File: config.mk
export PLATFORM = sky130hd
export DESIGN_NAME = alu_uart_frame_intf_flat
export DESIGN_NICKNAME = d
export VERILOG_FILES = /design/src/rtl/alu_uart_frame_intf_pkg.sv /design/src/rtl/alu_uart_frame_intf_if.sv /design/src/rtl/alu_uart_frame_intf_edge_detect.sv /design/src/rtl/alu_uart_frame_intf.sv /design/src/flat_wrapper.sv
export SDC_FILE = /design/constraint.sdc
export NUM_CORES = 1
export LEC_CHECK = 0
export BUFFER_PORTS_ARGS = -buffer_cell sky130_fd_sc_hd__buf_2
export CORE_MARGIN = 3
export CORE_UTILIZATION = 45
export DETAILED_ROUTE_END_ITERATION = 7
export PLACE_DENSITY = 0.78
export SLEW_MARGIN = 20
export SYNTH_ARGS = -nofsm -noshare
export SYNTH_HDL_FRONTEND = slang
export SYNTH_SLANG_ARGS = --single-unit
File: constraint.sdc
create_clock -name i_clk -period 1.88 [get_ports i_clk]
set_input_delay 0.376 -clock i_clk [delete_from_list [all_inputs] [get_ports i_clk]]
set_output_delay 0.376 -clock i_clk [all_outputs]
set_load 0.005 [all_outputs]
File: src/rtl/alu_uart_frame_intf_pkg.sv
// Shared definitions for the multi-byte UART <-> ALU framing interface.
package alu_uart_pkg;

    localparam int DEFAULT_BYTE_SIZE = 8;

    // Frame sequencer states; 3'd7 is unused and recovers through CLEAN.
    typedef enum logic [2:0] {
        RX_A     = 3'd0,
        RX_B     = 3'd1,
        RX_OP    = 3'd2,
        LATCH    = 3'd3,
        TX_START = 3'd4,
        TX_WAIT  = 3'd5,
        CLEAN    = 3'd6
    } state_e;

endpackage

File: src/rtl/alu_uart_frame_intf_if.sv
// Bundle of UART handshake and ALU operand/result signals around the framer.
// slave: the framer itself. master: the UART/ALU side that drives it.
interface alu_uart_frame_intf_if #(
    parameter int BYTE_SIZE   = 8,
    parameter int DATA_SIZE   = 16,
    parameter int OPCODE_SIZE = 6
) ();

    logic                   i_rx_done;
    logic [BYTE_SIZE-1:0]   i_rx_data;
    logic                   i_tx_done;
    logic [DATA_SIZE-1:0]   i_alu_result;
    logic                   o_tx_start;
    logic [BYTE_SIZE-1:0]   o_tx_data;
    logic [DATA_SIZE-1:0]   o_data_A;
    logic [DATA_SIZE-1:0]   o_data_B;
    logic [OPCODE_SIZE-1:0] o_data_OPCODE;
    logic                   o_busy;
    logic                   o_timeout_err;

    modport slave (
        input  i_rx_done, i_rx_data, i_tx_done, i_alu_result,
        output o_tx_start, o_tx_data, o_data_A, o_data_B, o_data_OPCODE,
               o_busy, o_timeout_err
    );

    modport master (
        output i_rx_done, i_rx_data, i_tx_done, i_alu_result,
        input  o_tx_start, o_tx_data, o_data_A, o_data_B, o_data_OPCODE,
               o_busy, o_timeout_err
    );

endinterface

File: src/rtl/alu_uart_frame_intf_edge_detect.sv
// Registered rising-edge detector; lets the framer accept pulse or level strobes.
module edge_detect (
    input  logic i_clk,
    input  logic i_reset,
    input  logic i_sig,
    output logic o_edge
);

    logic sig_q;

    // Remember last cycle's level so a held strobe yields a single edge.
    always_ff @(posedge i_clk) begin
        if (i_reset) begin
            sig_q <= 1'b0;
        end else begin
            sig_q <= i_sig;
        end
    end

    assign o_edge = i_sig & ~sig_q;

endmodule

File: src/rtl/alu_uart_frame_intf.sv
// Multi-byte UART <-> ALU framer: gathers little-endian operands A and B plus an
// opcode byte, latches the ALU result and sends it back LSB first, one byte per
// uart_tx handshake. An inter-byte receive timeout aborts stalled frames.
//
//   state    | meaning
//   ---------+-----------------------------------------------------------
//   RX_A     | collecting operand A bytes (idle when idx == 0)
//   RX_B     | collecting operand B bytes
//   RX_OP    | waiting for the opcode byte
//   LATCH    | capture ALU result, prime first tx byte
//   TX_START | o_tx_start high for this single cycle
//   TX_WAIT  | tx byte held until uart_tx reports done
//   CLEAN    | wipe operands/result, return to idle
module alu_uart_frame_intf
    import alu_uart_pkg::*;
#(
    parameter int BYTE_SIZE      = DEFAULT_BYTE_SIZE,
    parameter int DATA_SIZE      = 16,
    parameter int OPCODE_SIZE    = 6,
    parameter int TIMEOUT_CYCLES = 100000
) (
    input  logic                 i_clk,
    input  logic                 i_reset,
    alu_uart_frame_intf_if.slave bus
);

    localparam int NB    = DATA_SIZE / BYTE_SIZE;
    localparam int IDX_W = (NB > 1) ? $clog2(NB) : 1;
    // A zero timeout disables the timer; keep a 1-bit counter so widths stay legal.
    localparam int CNT_W = (TIMEOUT_CYCLES > 0) ? $clog2(TIMEOUT_CYCLES + 1) : 1;
    localparam logic [CNT_W-1:0] CNT_LAST =
        CNT_W'((TIMEOUT_CYCLES > 0) ? TIMEOUT_CYCLES - 1 : 0);
    localparam logic [IDX_W-1:0] IDX_LAST = IDX_W'(NB - 1);

    state_e                 state_q;
    logic [IDX_W-1:0]       idx_q;
    logic [CNT_W-1:0]       cnt_q;
    logic [DATA_SIZE-1:0]   a_q;
    logic [DATA_SIZE-1:0]   b_q;
    logic [OPCODE_SIZE-1:0] op_q;
    logic [DATA_SIZE-1:0]   result_q;
    logic                   tx_start_q;
    logic [BYTE_SIZE-1:0]   tx_data_q;
    logic                   timeout_err_q;

    logic                   rx_edge;
    logic                   tx_edge;
    logic                   idx_last;
    logic [IDX_W-1:0]       idx_inc;
    logic                   timer_run;
    logic                   timeout_hit;

    edge_detect u_rx_edge (
        .i_clk   (i_clk),
        .i_reset (i_reset),
        .i_sig   (bus.i_rx_done),
        .o_edge  (rx_edge)
    );

    edge_detect u_tx_edge (
        .i_clk   (i_clk),
        .i_reset (i_reset),
        .i_sig   (bus.i_tx_done),
        .o_edge  (tx_edge)
    );

    assign idx_last = (idx_q == IDX_LAST);
    assign idx_inc  = idx_q + 1'b1;

    // The timer only guards the gaps inside a frame, never the idle state or tx.
    assign timer_run   = (TIMEOUT_CYCLES != 0) &&
                         (((state_q == RX_A) && (idx_q != '0)) ||
                          (state_q == RX_B) || (state_q == RX_OP));
    // A byte arriving on the terminal count wins over the timeout.
    assign timeout_hit = timer_run && !rx_edge && (cnt_q == CNT_LAST);

    // Frame sequencer with inter-byte timer; all outputs registered.
    always_ff @(posedge i_clk) begin
        if (i_reset) begin
            state_q       <= RX_A;
            idx_q         <= '0;
            cnt_q         <= '0;
            a_q           <= '0;
            b_q           <= '0;
            op_q          <= '0;
            result_q      <= '0;
            tx_start_q    <= 1'b0;
            tx_data_q     <= '0;
            timeout_err_q <= 1'b0;
        end else begin
            tx_start_q    <= 1'b0;
            timeout_err_q <= 1'b0;

            if (timer_run) begin
                if (rx_edge) begin
                    cnt_q <= '0;
                end else if (timeout_hit) begin
                    cnt_q         <= '0;
                    timeout_err_q <= 1'b1;
                    state_q       <= CLEAN;
                end else begin
                    cnt_q <= cnt_q + 1'b1;
                end
            end

            case (state_q)
                RX_A: begin
                    if (rx_edge) begin
                        a_q[int'(idx_q) * BYTE_SIZE +: BYTE_SIZE] <= bus.i_rx_data;
                        if (idx_last) begin
                            idx_q   <= '0;
                            state_q <= RX_B;
                        end else begin
                            idx_q <= idx_inc;
                        end
                    end
                end
                RX_B: begin
                    if (rx_edge) begin
                        b_q[int'(idx_q) * BYTE_SIZE +: BYTE_SIZE] <= bus.i_rx_data;
                        if (idx_last) begin
                            idx_q   <= '0;
                            state_q <= RX_OP;
                        end else begin
                            idx_q <= idx_inc;
                        end
                    end
                end
                RX_OP: begin
                    if (rx_edge) begin
                        op_q    <= bus.i_rx_data[OPCODE_SIZE-1:0];
                        state_q <= LATCH;
                    end
                end
                LATCH: begin
                    // Prime byte 0 from the live ALU output so o_tx_start can
                    // rise in the very next cycle.
                    result_q   <= bus.i_alu_result;
                    tx_data_q  <= bus.i_alu_result[BYTE_SIZE-1:0];
                    tx_start_q <= 1'b1;
                    idx_q      <= '0;
                    state_q    <= TX_START;
                end
                TX_START: begin
                    state_q <= TX_WAIT;
                end
                TX_WAIT: begin
                    if (tx_edge) begin
                        if (idx_last) begin
                            state_q <= CLEAN;
                        end else begin
                            idx_q      <= idx_inc;
                            tx_data_q  <= result_q[int'(idx_inc) * BYTE_SIZE +: BYTE_SIZE];
                            tx_start_q <= 1'b1;
                            state_q    <= TX_START;
                        end
                    end
                end
                CLEAN: begin
                    a_q       <= '0;
                    b_q       <= '0;
                    op_q      <= '0;
                    result_q  <= '0;
                    tx_data_q <= '0;
                    idx_q     <= '0;
                    cnt_q     <= '0;
                    state_q   <= RX_A;
                end
                default: begin
                    state_q <= CLEAN;
                end
            endcase
        end
    end

    assign bus.o_tx_start    = tx_start_q;
    assign bus.o_tx_data     = tx_data_q;
    assign bus.o_data_A      = a_q;
    assign bus.o_data_B      = b_q;
    assign bus.o_data_OPCODE = op_q;
    assign bus.o_timeout_err = timeout_err_q;
    assign bus.o_busy        = !((state_q == RX_A) && (idx_q == '0));

endmodule
File: src/flat_wrapper.sv
// flat-port wrapper written by rule: the top's interface ports become plain ports
module alu_uart_frame_intf_flat import alu_uart_pkg::*;
#(
    parameter int BYTE_SIZE      = DEFAULT_BYTE_SIZE,
    parameter int DATA_SIZE      = 16,
    parameter int OPCODE_SIZE    = 6,
    parameter int TIMEOUT_CYCLES = 100000
)
  (i_clk, i_reset, bus_i_rx_done, bus_i_rx_data, bus_i_tx_done, bus_i_alu_result, bus_o_tx_start, bus_o_tx_data, bus_o_data_A, bus_o_data_B, bus_o_data_OPCODE, bus_o_busy, bus_o_timeout_err);
  alu_uart_frame_intf_if #(.BYTE_SIZE(BYTE_SIZE), .DATA_SIZE(DATA_SIZE), .OPCODE_SIZE(OPCODE_SIZE)) bus_i ();
  input  logic i_clk;
  input  logic i_reset;
  input wire logic [$bits(bus_i.i_rx_done)-1:0] bus_i_rx_done;
  input wire logic [$bits(bus_i.i_rx_data)-1:0] bus_i_rx_data;
  input wire logic [$bits(bus_i.i_tx_done)-1:0] bus_i_tx_done;
  input wire logic [$bits(bus_i.i_alu_result)-1:0] bus_i_alu_result;
  output wire logic [$bits(bus_i.o_tx_start)-1:0] bus_o_tx_start;
  output wire logic [$bits(bus_i.o_tx_data)-1:0] bus_o_tx_data;
  output wire logic [$bits(bus_i.o_data_A)-1:0] bus_o_data_A;
  output wire logic [$bits(bus_i.o_data_B)-1:0] bus_o_data_B;
  output wire logic [$bits(bus_i.o_data_OPCODE)-1:0] bus_o_data_OPCODE;
  output wire logic [$bits(bus_i.o_busy)-1:0] bus_o_busy;
  output wire logic [$bits(bus_i.o_timeout_err)-1:0] bus_o_timeout_err;
  assign bus_i.i_rx_done = bus_i_rx_done;
  assign bus_i.i_rx_data = bus_i_rx_data;
  assign bus_i.i_tx_done = bus_i_tx_done;
  assign bus_i.i_alu_result = bus_i_alu_result;
  assign bus_o_tx_start = bus_i.o_tx_start;
  assign bus_o_tx_data = bus_i.o_tx_data;
  assign bus_o_data_A = bus_i.o_data_A;
  assign bus_o_data_B = bus_i.o_data_B;
  assign bus_o_data_OPCODE = bus_i.o_data_OPCODE;
  assign bus_o_busy = bus_i.o_busy;
  assign bus_o_timeout_err = bus_i.o_timeout_err;
  alu_uart_frame_intf #(.BYTE_SIZE(BYTE_SIZE), .DATA_SIZE(DATA_SIZE), .OPCODE_SIZE(OPCODE_SIZE), .TIMEOUT_CYCLES(TIMEOUT_CYCLES)) u_core (.i_clk(i_clk), .i_reset(i_reset), .bus(bus_i));
endmodule
==> flow_results.org, run 1 <==
** Run status
- Status :: finished clean

** GRT
- Met1 routing resource usage after global routing :: 28.4%
- The total overflow left after global routing is 0.
- Global routing used 34.3% of the available met2 tracks.
- Global routing usage summed across all routing layers :: 21.2%
- Number of global-route vias before repair :: 3,266
- Wire length of the first global-routing pass :: 15.6 mm
- Global routing consumed, on the met3 layer, 3.87% of the routing resources.
- Most Used Layer, Global Route :: met2
- The number of antenna violations at the first check in global routing was 0.
- Largest net degree at the start of global routing :: 26

** Drt
- After detailed routing, the number of remaining DRC violations is 0.
- In the routed layout, each cell is associated on average with a via count of 5.73.
- Before antenna repair, the detailed router went through 5 iterations.
- The routed layout has 3,645 vias.
- In the final routed layout, each cell accounts on average for 15.5 µm.
- Post-detailed-routing wire length :: 9.86 mm
- Count of antenna-violating nets left after detailed routing :: 0
- Initial DRC Count :: 180

** Yosys
- Synthesis handed over a netlist of 432 instances.
- After synthesis, the largest area contributor takes up 47.3% of total cell area.
- Number of enable-type register cells in the synthesized netlist :: 0
- Async S/R FF share, synth :: 0%
- Top cells by instance count after synthesis :: sky130_fd_sc_hd__dfxtp_1, sky130_fd_sc_hd__nor2_1, sky130_fd_sc_hd__a21oi_1
- Yosys printed 0 warnings.
- The number of different library cells used by synthesis comes to 49.
- Sequential area share after synthesis :: 47.3%
- Summing every instance area after synthesis gives 0.00368 mm².
- The biggest area contributor in the post-synthesis netlist is sky130_fd_sc_hd__dfxtp_1.
- Most frequently used flop master after synthesis :: sky130_fd_sc_hd__dfxtp_1
- In the post-synthesis netlist, the biggest area contributors are sky130_fd_sc_hd__dfxtp_1, sky130_fd_sc_hd__a21oi_1, sky130_fd_sc_hd__nor2_1, sky130_fd_sc_hd__a22oi_1, sky130_fd_sc_hd__nand3_1.
- The number of nets in the synthesized netlist is 461.
- Most frequent cell after synthesis :: sky130_fd_sc_hd__dfxtp_1
- In this run, synthesis produced a sequential element count of 87.
- A synthesized cell averages 8.53 µm².

** Final layout
- Cells fill 59.3% of the core in the end.
- The filler cells instantiated in the layout total 696.
- Total Nets Final :: 558
- Summing all flip-flop and latch instances after layout gives 0.00175 mm².
- Number of standard cells in the layout, taps in and fillers out :: 636
- Layout Area Growth over Synthesis :: 26.3%
- 0 antenna diodes ended up in the layout.
- Fraction of final layout cells with drive strength greater than 1 :: 28.5%
- Total area of multi-input combinational cells :: 0.00189 mm²

** Critical path
- For the worst setup path, the data required time is 2.13 ns.
- Critical Path Sink :: u_core.cnt_q[3]
- Counting cells, the worst reg-to-reg path comes to 5.
- Worst path slowest cell :: sky130_fd_sc_hd__or4bb_4
- Critical path class :: flip-flop to flip-flop
- The worst setup path is captured at a flip-flop.
- On the critical path the largest part of the delay comes from simple AND/OR/NAND/NOR gates.
- Startpoint of the worst setup timing path :: u_core.cnt_q[13]
- Worst R2R Setup Slack :: 0.002 ns
- STA puts the critical path data arrival time at 2.13 ns.
- The startpoint identified for the worst register-to-register timing path is u_core.cnt_q[13].
- Capture point of the worst reg-to-reg path :: u_core.cnt_q[3]
- In this design, the stage delay of the slowest critical-path cell is 0.57 ns.
- The number of buffers and inverters on the critical path is 1.
- The signal on the critical path passes through or4bb_4, nor4_4, buf_4, o31ai_2, a22o_1.
- Largest fanout of any net on the critical path :: 4
- Path length in cells of the critical path :: 5
- The worst setup path is launched from a flip-flop.

** Worst hold path
- Worst hold path class :: primary input to flip-flop

** Clocking
- CTS Root Buffer Type :: sky130_fd_sc_hd__clkbuf_8
- The clock passes through at most 2 buffers.
- Counting every sink on the clock net gives 87.
- # hold bufs at CTS :: 0
- Clock latency reported for the late side of the worst-skew pair :: 0.36 ns
- TritonCTS created 9 clock buffers.
- Total number of H-tree levels :: 3
- TritonCTS clock tree :: done
- Clock-pin slew was measured on the worst setup and hold paths at 0.10 ns.

** Timing
- Setup violations remaining at the end of the flow were counted as 0.
- Fin. max-slew vios :: 0
- Hold Fails Final Rpt :: 0
- After layout, the worst path uses 99.9% of the clock period.
- Setup repair after global routing missed its margin :: yes
- Crit path time final :: 1.88 ns
- Setup slack closes at 0.00238 ns.
- Worst max-slew margin expressed relative to the limit :: 56.8%
- Setup skew after layout :: 0.00977 ns
- Static timing analysis puts the maximum clock frequency at 533 MHz.
- At the pin with the least slew margin, the transition time is 0.644 ns.

** Die
- The die is 96.5 µm tall.
- Floorplan core area :: 0.00785 mm²
- Once the floorplan was initialized, standard cells occupied 46.9% of the core.
- In this run the core area contains 32 standard-cell rows.
- 77 I/O pins were placed.
- Die span in x :: 96.5 µm
- Area enclosed by the die boundary :: 0.00931 mm²

** Placed design
- DP Worst Slack :: 0.0267 ns
- Port buffer count :: 76
- The wire-length estimate of the detail-placed layout is 7.00 mm.
- Count of placed standard cells including taps :: 618
- Final estimated routing congestion in global placement :: 0.889

** Power and ir drop
- IR analysis of the VDD net gives a maximum drop of 613 µV.
- In this run the static leakage power is 0.00179 µW.
- Total power divided by cell area :: 763 mW/mm²

** Flow run
- The tool flagged a number of max-cap violations equal to 0.
## layer usage
metal | up-vias | wire, µm
met4 | 0 | 182
met3 | 20 | 510
met1 | 1733 | 4240
met5 | - | 0
met2 | 110 | 4920
li1 | 1782 | -
## cell usage in the layout (no fill, tap or decap), types with 2 or more instances in the layout
cell type / instances
sky130_fd_sc_hd__mux2i_1: 10
sky130_fd_sc_hd__dfxtp_2: 4
sky130_fd_sc_hd__nor2_2: 2
sky130_fd_sc_hd__and2_1: 2
sky130_fd_sc_hd__buf_4: 35
sky130_fd_sc_hd__nor3_1: 6
sky130_fd_sc_hd__dfxtp_1: 83
sky130_fd_sc_hd__a311oi_1: 2
sky130_fd_sc_hd__inv_6: 2
sky130_fd_sc_hd__clkbuf_8: 9
sky130_fd_sc_hd__nand2b_1: 5
sky130_fd_sc_hd__or3_1: 2
sky130_fd_sc_hd__a41oi_2: 2
sky130_fd_sc_hd__o21ai_0: 7
sky130_fd_sc_hd__a21oi_2: 4
sky130_fd_sc_hd__inv_1: 6
sky130_fd_sc_hd__a211oi_1: 10
sky130_fd_sc_hd__a22oi_1: 26
sky130_fd_sc_hd__nor4_1: 4
sky130_fd_sc_hd__a21oi_1: 40
sky130_fd_sc_hd__o21ai_1: 5
sky130_fd_sc_hd__nor2b_1: 4
sky130_fd_sc_hd__a22o_1: 9
sky130_fd_sc_hd__a31oi_1: 8
sky130_fd_sc_hd__nor2_1: 53
sky130_fd_sc_hd__nand4_1: 7
sky130_fd_sc_hd__nand3_1: 37
sky130_fd_sc_hd__buf_2: 76
sky130_fd_sc_hd__clkinvlp_4: 2
sky130_fd_sc_hd__nand2_1: 39
sky130_fd_sc_hd__nand3b_1: 4
sky130_fd_sc_hd__nor3b_1: 2
## flip-flops by register name (all words and copies together) (netlist names)
signal	count
u_core.state_q	3
u_core.u_tx_edge.sig_q	1
u_core.cnt_q	17
u_core.bus.o_tx_data	8
u_core.result_q	16
u_core.bus.o_data_B	16
u_core.bus.o_data_A	16
u_core.bus.o_timeout_err	1
u_core.bus.o_data_OPCODE	6
u_core.idx_last	1
u_core.bus.o_tx_start	1
u_core.u_rx_edge.sig_q	1
## cells by family (layout without fill, tap and decap cells)
| group | Yosys count | in the layout | synth area share [%] |
|---|---|---|---|
| AOI/OAI and AO/OA | 123 | 123 | 21.7 |
| adders and majority gates | 1 | 1 | 0.340 |
| buffers and inverters | 32 | 134 | 3.70 |
| DFF | 87 | 87 | 47.3 |
| muxes | 10 | 10 | 2.72 |
| and+or+nand+nor | 179 | 179 | 24.3 |
## worst min path at each step
| stage | startpoint | endpoint | cells past startpoint |
|---|---|---|---|
| detailed placement | u_core.bus.o_data_B[9] | u_core.bus.o_data_B[9] | 2 |
| global placement | u_core.cnt_q[16] | u_core.cnt_q[16] | 1 |
| finish | bus_i_alu_result[13] | u_core.result_q[13] | 3 |
| CTS | bus_i_alu_result[13] | u_core.result_q[13] | 3 |
| global route | bus_i_alu_result[10] | u_core.result_q[10] | 3 |
| floorplan | u_core.cnt_q[16] | u_core.cnt_q[16] | 1 |
## layout make-up
class	count	share of cell area [%]
multi-input cells	313	40.6
flip-flops and latches	87	37.6
repair buffers	112	14.3
well taps	102	2.74
clock buffers	9	2.66
clock inverters	7	1.69
inverters	6	0.484
## worst register-to-register path: stages, from the launching register on
cell and delay (ns):
sky130_fd_sc_hd__dfxtp_2 0.33, sky130_fd_sc_hd__or4bb_4 0.57, sky130_fd_sc_hd__nor4_4 0.37, sky130_fd_sc_hd__buf_4 0.21
sky130_fd_sc_hd__o31ai_2 0.07, sky130_fd_sc_hd__a22o_1 0.21
## repair_timing
| item | CTS | global route |
|---|---|---|
| buffers inserted | 0 | 2 |
| resized for setup | 0 | 22 |
| setup endpoints to repair | 0 | 28 |
## metrics by stage
stage	hold WS, ns	cell area (µm²)	setup TNS [ns]	power, µW
after floorplan	0.432	3680	0	2100
after CTS	0.260	4540	0	3550
final	0.269	4650	0	3550
after global placement	0.449	4330	0	2220
after detailed placement	0.457	4330	0	2230
after global routing	0.259	4650	-0.325	3660
## where the power goes
| group | switching [µW] | internal (µW) | total (µW) |
|---|---|---|---|
| Combinational | 191 | 130 | 321 |
| Clock | 712 | 630 | 1340 |
| Sequential | 16.6 | 1870 | 1890 |
(Power assumes the default switching activity.)
==> run 2, diff against run 1 <==
--- a/config.mk
+++ b/config.mk
@@ -6,10 +6,12 @@
 export NUM_CORES = 1
 export LEC_CHECK = 0
 export BUFFER_PORTS_ARGS = -buffer_cell sky130_fd_sc_hd__buf_2
+export CELL_PAD_IN_SITES_DETAIL_PLACEMENT = 0
+export CELL_PAD_IN_SITES_GLOBAL_PLACEMENT = 1
 export CORE_MARGIN = 3
-export CORE_UTILIZATION = 45
+export CORE_UTILIZATION = 43
 export DETAILED_ROUTE_END_ITERATION = 7
-export PLACE_DENSITY = 0.78
+export PLACE_DENSITY = 0.92
 export SLEW_MARGIN = 20
 export SYNTH_ARGS = -nofsm -noshare
 export SYNTH_HDL_FRONTEND = slang
==> constraint.sdc (replaced) <==
create_clock -name i_clk -period 2.4 [get_ports i_clk]
set_input_delay 0.48 -clock i_clk [delete_from_list [all_inputs] [get_ports i_clk]]
set_output_delay 0.48 -clock i_clk [all_outputs]
set_load 0.005 [all_outputs]
==> run 2 against run 1 <==
  * Sequential cell count unchanged
  * Sequential power shrank 22%
  * Fmax down 10%
  * Worst hold slack gained 0.11 ns
  * Count of clock-buffer cells in the layout rose by 1
  * Clock skew hardly changed
  * Combinational power shrank 31%
  * Global-route usage shrank 1.3 points
  * Routed wire length fell by 3.9%
  * Critical path depth is 1 lower
  * First-iteration DRC count rose by 41%
  * Cell count fell by 3.1%
  * Largest cell class unchanged
==> flow_results.org, run 2 (synthesis gave the netlist of run 1 again) <==
** Die
- The region available for standard cell placement spans 0.00826 mm².
- FP Rows :: 33
- Die span in x :: 98.6 µm
- Area enclosed by the die boundary :: 0.00971 mm²
- For this configuration, the core starts out at a cell density of 44.6%.
- In this run the vertical extent of the chip is 98.6 µm.
- Top-level I/O count :: 77

** Drt
- The routed design has 9.47 mm of wire.
- Count of antenna-violating nets left after detailed routing :: 0
- Count of TritonRoute iterations in the first routing pass :: 5
- The detailed router finished its first iteration with 254 violations.
- Vias per cell :: 5.68
- Number of remaining DRC errors :: 0
- Detail-routed net length per standard cell :: 15.4 µm
- For this block, the via count after detailed routing is 3,498.

** Clocking
- TritonCTS clock tree :: done
- Register clock-pin slew on the reported worst setup and hold paths :: 0.08 ns
- CTS Root Buffer Type :: sky130_fd_sc_hd__clkbuf_8
- Post CTS Setup Buffer Count :: 0
- The number of hold buffers added after CTS was 0.
- Clk sink count :: 87
- Maximum count of clock buffers along a single path :: 2
- Clock latency reported for the late side of the worst-skew pair :: 0.35 ns
- The number of clock buffers added by TritonCTS is 9.
- Number of gates resized after cts :: 0
- Total number of H-tree levels :: 3

** GRT
- The via count of the first global-routing pass was 3,241.
- Largest net degree at the start of global routing :: 36
- Wire length of the first global-routing pass :: 16.1 mm
- Number of antenna violations at the first check in global routing :: 0
- Summed over all layers, the global routing overflow is 0.
- Global routing usage summed across all routing layers :: 19.9%

** Critical path
- STA puts the critical path data required time at 2.64 ns.
- Startpoint of the lowest-slack register-to-register path :: u_core.cnt_q[7]
- Worst Setup Start Kind :: flip-flop
- Arr. time, crit path :: 2.33 ns
- The endpoint identified for the worst register-to-register timing path is u_core.state_q[1].
- Largest fanout of any net on the critical path :: 9
- Critical path class :: flip-flop to flip-flop
- Cells on worst reg2reg path :: 4
- Worst R2R Setup Slack :: 0.31 ns
- Critical Path End Type :: flip-flop

** Power and ir drop
- VDD sags by at most 334 µV.
- Net switching is 26.1% of the power.
- The internal power of the cells totals 1960 µW.
- Net switching power :: 692 µW
- Share of power burned in registers :: 56.0%
- LEAKAGE :: 0.00166 µW
- Dividing total power by cell area gives a power density of 608 mW/mm².
- The clock network burns 35.7% of the power.
- The completed layout was analyzed and its total power is 2650 µW.
- Part of the power in combinational logic :: 8.3%

** Final layout
- Ant diodes :: 0
- From synthesis to final layout, the design area changed by 18.4%.
- At the end of the flow, the number of nets in the layout was 535.
- Fill cell total of the finished layout :: 795
- Final core utilization :: 52.8%
- Storage element area :: 0.00174 mm²
- Summing all non-filler instances in the final layout gives an area of 0.00436 mm².
- Fraction of final layout cells with drive strength greater than 1 :: 21.5%
- Leaving out fill and tap cells, the most frequent cell in the layout is sky130_fd_sc_hd__dfxtp_1.
- The multi-input combinational cells in the finished layout cover a total of 0.00181 mm².
- The register with the most flip-flops in the layout has 17 of them.
- Register ranked first by flip-flop count :: u_core.cnt_q
- Most used cells in the layout excluding fill and tap cells :: sky130_fd_sc_hd__dfxtp_1, sky130_fd_sc_hd__buf_2, sky130_fd_sc_hd__nor2_1

** Placed design
- The congestion estimate from routability-driven global placement came to 0.902.
- Port buffer count :: 76
- Area of placed instances :: 0.00418 mm²
- The HPWL after detailed placement is 6.69 mm.
- OpenSTA, run right after detailed placement, puts the worst setup slack at 0.326 ns.

** Worst hold path
- The worst hold path belongs to the class primary input to flip-flop.
- In this run the most critical hold path is launched from bus_i_alu_result[11].
- The path with the worst hold slack has its endpoint at u_core.result_q[11].
- Hold Path Cell Cnt :: 3

** Timing
- Derived from the worst setup path, the maximum achievable clock frequency is 479 MHz.
- Final worst slack :: 0.310 ns
- Measured against its own limit, the worst slew margin works out to 52.2%.
- The final count of hold timing violations is 0.
- Setup-violating endpoint count in the final report :: 0
- For the pin with the worst max-slew slack, the measured transition is 0.711 ns.
- Setup repair after global routing missed its margin :: no
- Adding up every negative setup slack in the final design gives 0 ns.
- The smallest clock period supported by the final layout is computed as 2.09 ns.
- Clock skew on the completed layout was measured at 0.00955 ns.
- Of the available clock period, the critical path in the final layout requires 87.1%.
- The final count of pins violating max slew is 0.

** Run status
- The flow ran to the end, and the final reports show no timing, DRC or antenna violations.

** Flow run
- Max Cap Violations :: 0
-- run 2: cell type report --
class,count,area share [%]
multi-input combinational,313,41.4
sequential,87,39.9
tap,105,3.01
inverter,6,0.516
timing repair buffer,89,11.0
clock inverter,6,1.03
clock buffer,10,3.16
-- run 2: critical path, cell delays in order (launching register included) --
cell,delay (ns)
sky130_fd_sc_hd__dfxtp_1,0.47
sky130_fd_sc_hd__or4b_4,0.53
sky130_fd_sc_hd__nor4_1,0.41
sky130_fd_sc_hd__nand2_1,0.22
sky130_fd_sc_hd__a2111oi_1,0.35
-- run 2: worst max path at each step --
stage	from	end	slack (ns)	cells after the start
after global placement	u_core.cnt_q[7]	u_core.cnt_q[13]	0.41	6
after floorplan	u_core.cnt_q[7]	u_core.cnt_q[3]	0.53	6
after global routing	u_core.cnt_q[7]	u_core.cnt_q[13]	0.17	6
after CTS	u_core.cnt_q[7]	u_core.cnt_q[13]	0.31	6
after detailed placement	u_core.cnt_q[7]	u_core.cnt_q[13]	0.33	6
final	u_core.cnt_q[7]	u_core.state_q[1]	0.31	4
-- run 2: stage by stage --
stage	cells	hold WS, ns
after floorplan	432	0.432
after global placement	600	0.442
after detailed placement	600	0.457
after CTS	616	0.364
after global routing	616	0.373
final	616	0.381
-- run 2: power by group through the flow --
stage	Combinational, µW	Clock (µW)	Sequential (µW)
after floorplan	133	0	1510
after global placement	215	0	1520
after detailed placement	218	0	1520
after CTS	220	973	1480
after global routing	243	1040	1490
final	220	947	1480
-- run 2: layer usage --
layer | track usage (%) | vias up | wire length [µm]
li1 | - | 1720 | -
met1 | 27.2 | 1649 | 4310
met2 | 31.5 | 122 | 4540
met3 | 4.88 | 7 | 531
met4 | 5.46 | 0 | 87
met5 | 0 | - | 0
==> run 3, diff against run 2 <==
--- a/config.mk
+++ b/config.mk
@@ -8,10 +8,11 @@
 export BUFFER_PORTS_ARGS = -buffer_cell sky130_fd_sc_hd__buf_2
 export CELL_PAD_IN_SITES_DETAIL_PLACEMENT = 0
 export CELL_PAD_IN_SITES_GLOBAL_PLACEMENT = 1
+export CORE_ASPECT_RATIO = 0.8
 export CORE_MARGIN = 3
 export CORE_UTILIZATION = 43
 export DETAILED_ROUTE_END_ITERATION = 7
-export PLACE_DENSITY = 0.92
+export PLACE_DENSITY = 0.95
 export SLEW_MARGIN = 20
 export SYNTH_ARGS = -nofsm -noshare
 export SYNTH_HDL_FRONTEND = slang
==> run 3 against run 2 <==
  * Register-to-register slack gained 0.03 ns
  * Clock power is 21% higher
  * Non-clock buffer count is 2 higher
  * Cell count grew 0.81%
  * Die area hardly changed
  * Worst setup slack better by 0.028 ns
  * Global-route usage grew 0.23 points
  * Fmax is 1.4% higher
  * Count of clock-buffer cells in the layout down 1
  * Power rose by 8.1%
  * First-iteration DRC count is the same
  * Critical endpoint is now u_core.cnt_q[13]
==> flow_results.org, run 3 (synthesis gave the netlist of run 1 again) <==
** Drt
- Number of remaining DRC errors :: 0
- The final route contains 3,494 vias.
- Top metal layer carrying routed signals :: met4
- After detailed routing, the total wire length is 9.60 mm.
- Met2 wirelength from detailed routing :: 4.31 mm
- Count of antenna-violating nets left after detailed routing :: 0
- Dividing the detail-routed wire length by the instance count gives 15.5 µm.
- Routed metal-1 wire length :: 4.63 mm
- Routed wire length on met3 :: 599 µm
- Using the TritonRoute via totals, the vias-per-cell ratio works out to 5.63.
- The pre-antenna-repair detailed-routing pass consisted of 5 iterations.
- The first routing iteration left 254 violations.

** Die
- Chip height :: 88.8 µm
- Floorplan core area :: 0.00813 mm²
- Area enclosed by the die boundary :: 0.00972 mm²
- Top-level I/O count :: 77
- Die span in x :: 109 µm
- FP Rows :: 29
- The initial utilization of the core area, before any placement, comes to 45.3%.

** Timing
- After routing, the total negative slack on setup checks comes to 0 ns.
- Across all setup checks in the final design, the least slack found is 0.338 ns.
- Fin. max-slew vios :: 0
- Setup repair after global routing missed its margin :: no
- Part of the cycle the worst path needs :: 85.9%
- The final count of hold timing violations came to 0.
- Maximum operating frequency :: 485 MHz
- Setup skew after layout :: 0.0156 ns
- Headroom to the max-slew limit came out at 51.1%.
- Setup violations remaining at the end of the flow were counted as 0.
- For the pin with the worst max-slew slack, the measured transition is 0.727 ns.
- The smallest clock period supported by the final layout is computed as 2.06 ns.

** Final layout
- The register with the most flip-flops in the layout has 17 of them.
- Layout Area Growth over Synthesis :: 20.1%
- Most used cells in the layout excluding fill and tap cells :: sky130_fd_sc_hd__dfxtp_1, sky130_fd_sc_hd__buf_2, sky130_fd_sc_hd__nor2_1
- After filler insertion, the fill cell instance count of the layout stands at 774.
- Total area of multi-input combinational cells :: 0.00181 mm²
- Fraction of final layout cells with drive strength greater than 1 :: 21.8%
- Ant diodes :: 0
- Register ranked first by flip-flop count :: u_core.cnt_q
- Leaving out fill and tap cells, the most frequent cell in the layout is sky130_fd_sc_hd__dfxtp_1.
- At the end of the flow, the number of nets in the layout was 537.
- Storage element area :: 0.00174 mm²

** GRT
- Largest net degree at the start of global routing :: 32
- The first global-routing pass estimated 15.5 mm of wire.
- Number of antenna violations at the first check in global routing :: 0
- Global routing finished with a remaining overflow of 0.
- Global routing usage summed across all routing layers :: 20.1%
- Number of global-route vias before repair :: 3,163

** Clocking
- TritonCTS built the clock tree.
- Clock latency reported for the late side of the worst-skew pair :: 0.36 ns
- Clock-pin slew was measured on the worst setup and hold paths at 0.09 ns.
- Post CTS Setup Buffer Count :: 0
- The number of gates resized after CTS was 0.
- Clock tree synthesis selected as its root buffer the cell sky130_fd_sc_hd__clkbuf_8.
- The clock tree synthesis step divided the H-tree into 3 levels.
- The clock drives 87 sinks.
- Cts bufs inserted :: 9
- The clock passes through at most 2 buffers.
- # hold bufs at CTS :: 0

** Power and ir drop
- IR analysis of the VDD net gives a maximum drop of 526 µV.
- LEAKAGE :: 0.00170 µW
- Total power divided by cell area :: 647 mW/mm²

** Critical path
- Worst path slowest cell :: sky130_fd_sc_hd__or4b_4
- Data on the critical path is required at its endpoint by 2.63 ns.
- The worst setup path is captured at a flip-flop.
- Cell chain of the critical path :: or4b_4, nor4_4, nor3_4, buf_4, a41oi_1, a31oi_1
- Together, buffers and inverters on the worst path number 1.
- Arr. time, crit path :: 2.29 ns
- Along the worst path, the maximum fanout reaches 13.
- By startpoint and endpoint, the worst setup path is classified as flip-flop to flip-flop.
- Crit path largest cell delay :: 0.58 ns
- The worst setup path is launched from a flip-flop.
- Among cell families on the critical path, the largest total delay comes from simple AND/OR/NAND/NOR gates.

** Flow run
- Max Cap Violations :: 0

** Run status
- Status :: finished clean

** Worst hold path
- The path class of the tightest hold or removal check is primary input to flip-flop.

** Placed design
- Detailed placement ended at an HPWL of 6.93 mm.
- Prior to clock tree synthesis, the placed netlist has a worst setup slack of 0.352 ns.
- Final estimated routing congestion in global placement :: 0.902
- Port buffer count :: 76
-- run 3: layer usage --
metal  GRT usage [%]  vias up
met2            29.9      120
met1            28.9     1641
met4            5.55        0
li1                -     1728
met3            5.32        5
met5               0        -
-- run 3: worst paths after layout --
check / startpoint / end / slack [ns] / depth (start not counted)
max: u_core.cnt_q[6] / u_core.cnt_q[13] / 0.34 / 6
min: bus_i_alu_result[15] / u_core.result_q[15] / 0.37 / 3
max reg2reg: u_core.cnt_q[6] / u_core.cnt_q[13] / 0.34 / 6
min reg2reg: u_core.bus.o_data_OPCODE[1] / u_core.bus.o_data_OPCODE[1] / 0.47 / 2
-- run 3: worst register-to-register path: cells and delay by family, from the launching register on --
kind,cells,cell delay (ns)
compound gates,2,0.26
buf+inv,1,0.20
flops,1,0.37
simple gates,3,1.12
-- run 3: power breakdown --
| part | internal [µW] | switching, µW |
|---|---|---|
| combinational | 89.4 | 138 |
| sequential | 1460 | 17.5 |
| clock | 601 | 554 |
| total | 2160 | 709 |
-- run 3: final cells by class --
cell class	instances	share of cell area [%]
timing repair buffer	91	11.1
multi-input combinational	313	40.8
inverter	6	0.509
clock buffer	9	2.80
sequential	87	39.4
tap	108	3.05
clock inverter	7	2.32
-- run 3: metrics by stage --
stage / total power (µW) / util [%] / std cells / hold WS (ns) / instance area, µm²
2_1_floorplan: 1640 / - / 432 / 0.432 / 3680
3_3_place_gp: 1740 / 51.6 / 605 / 0.455 / 4200
3_5_place_dp: 1740 / 51.6 / 605 / 0.459 / 4200
4_1_cts: 2880 / 54.4 / 621 / 0.356 / 4420
5_1_grt: 2970 / 54.4 / 621 / 0.354 / 4420
6_report: 2860 / 54.4 / 621 / 0.367 / 4420
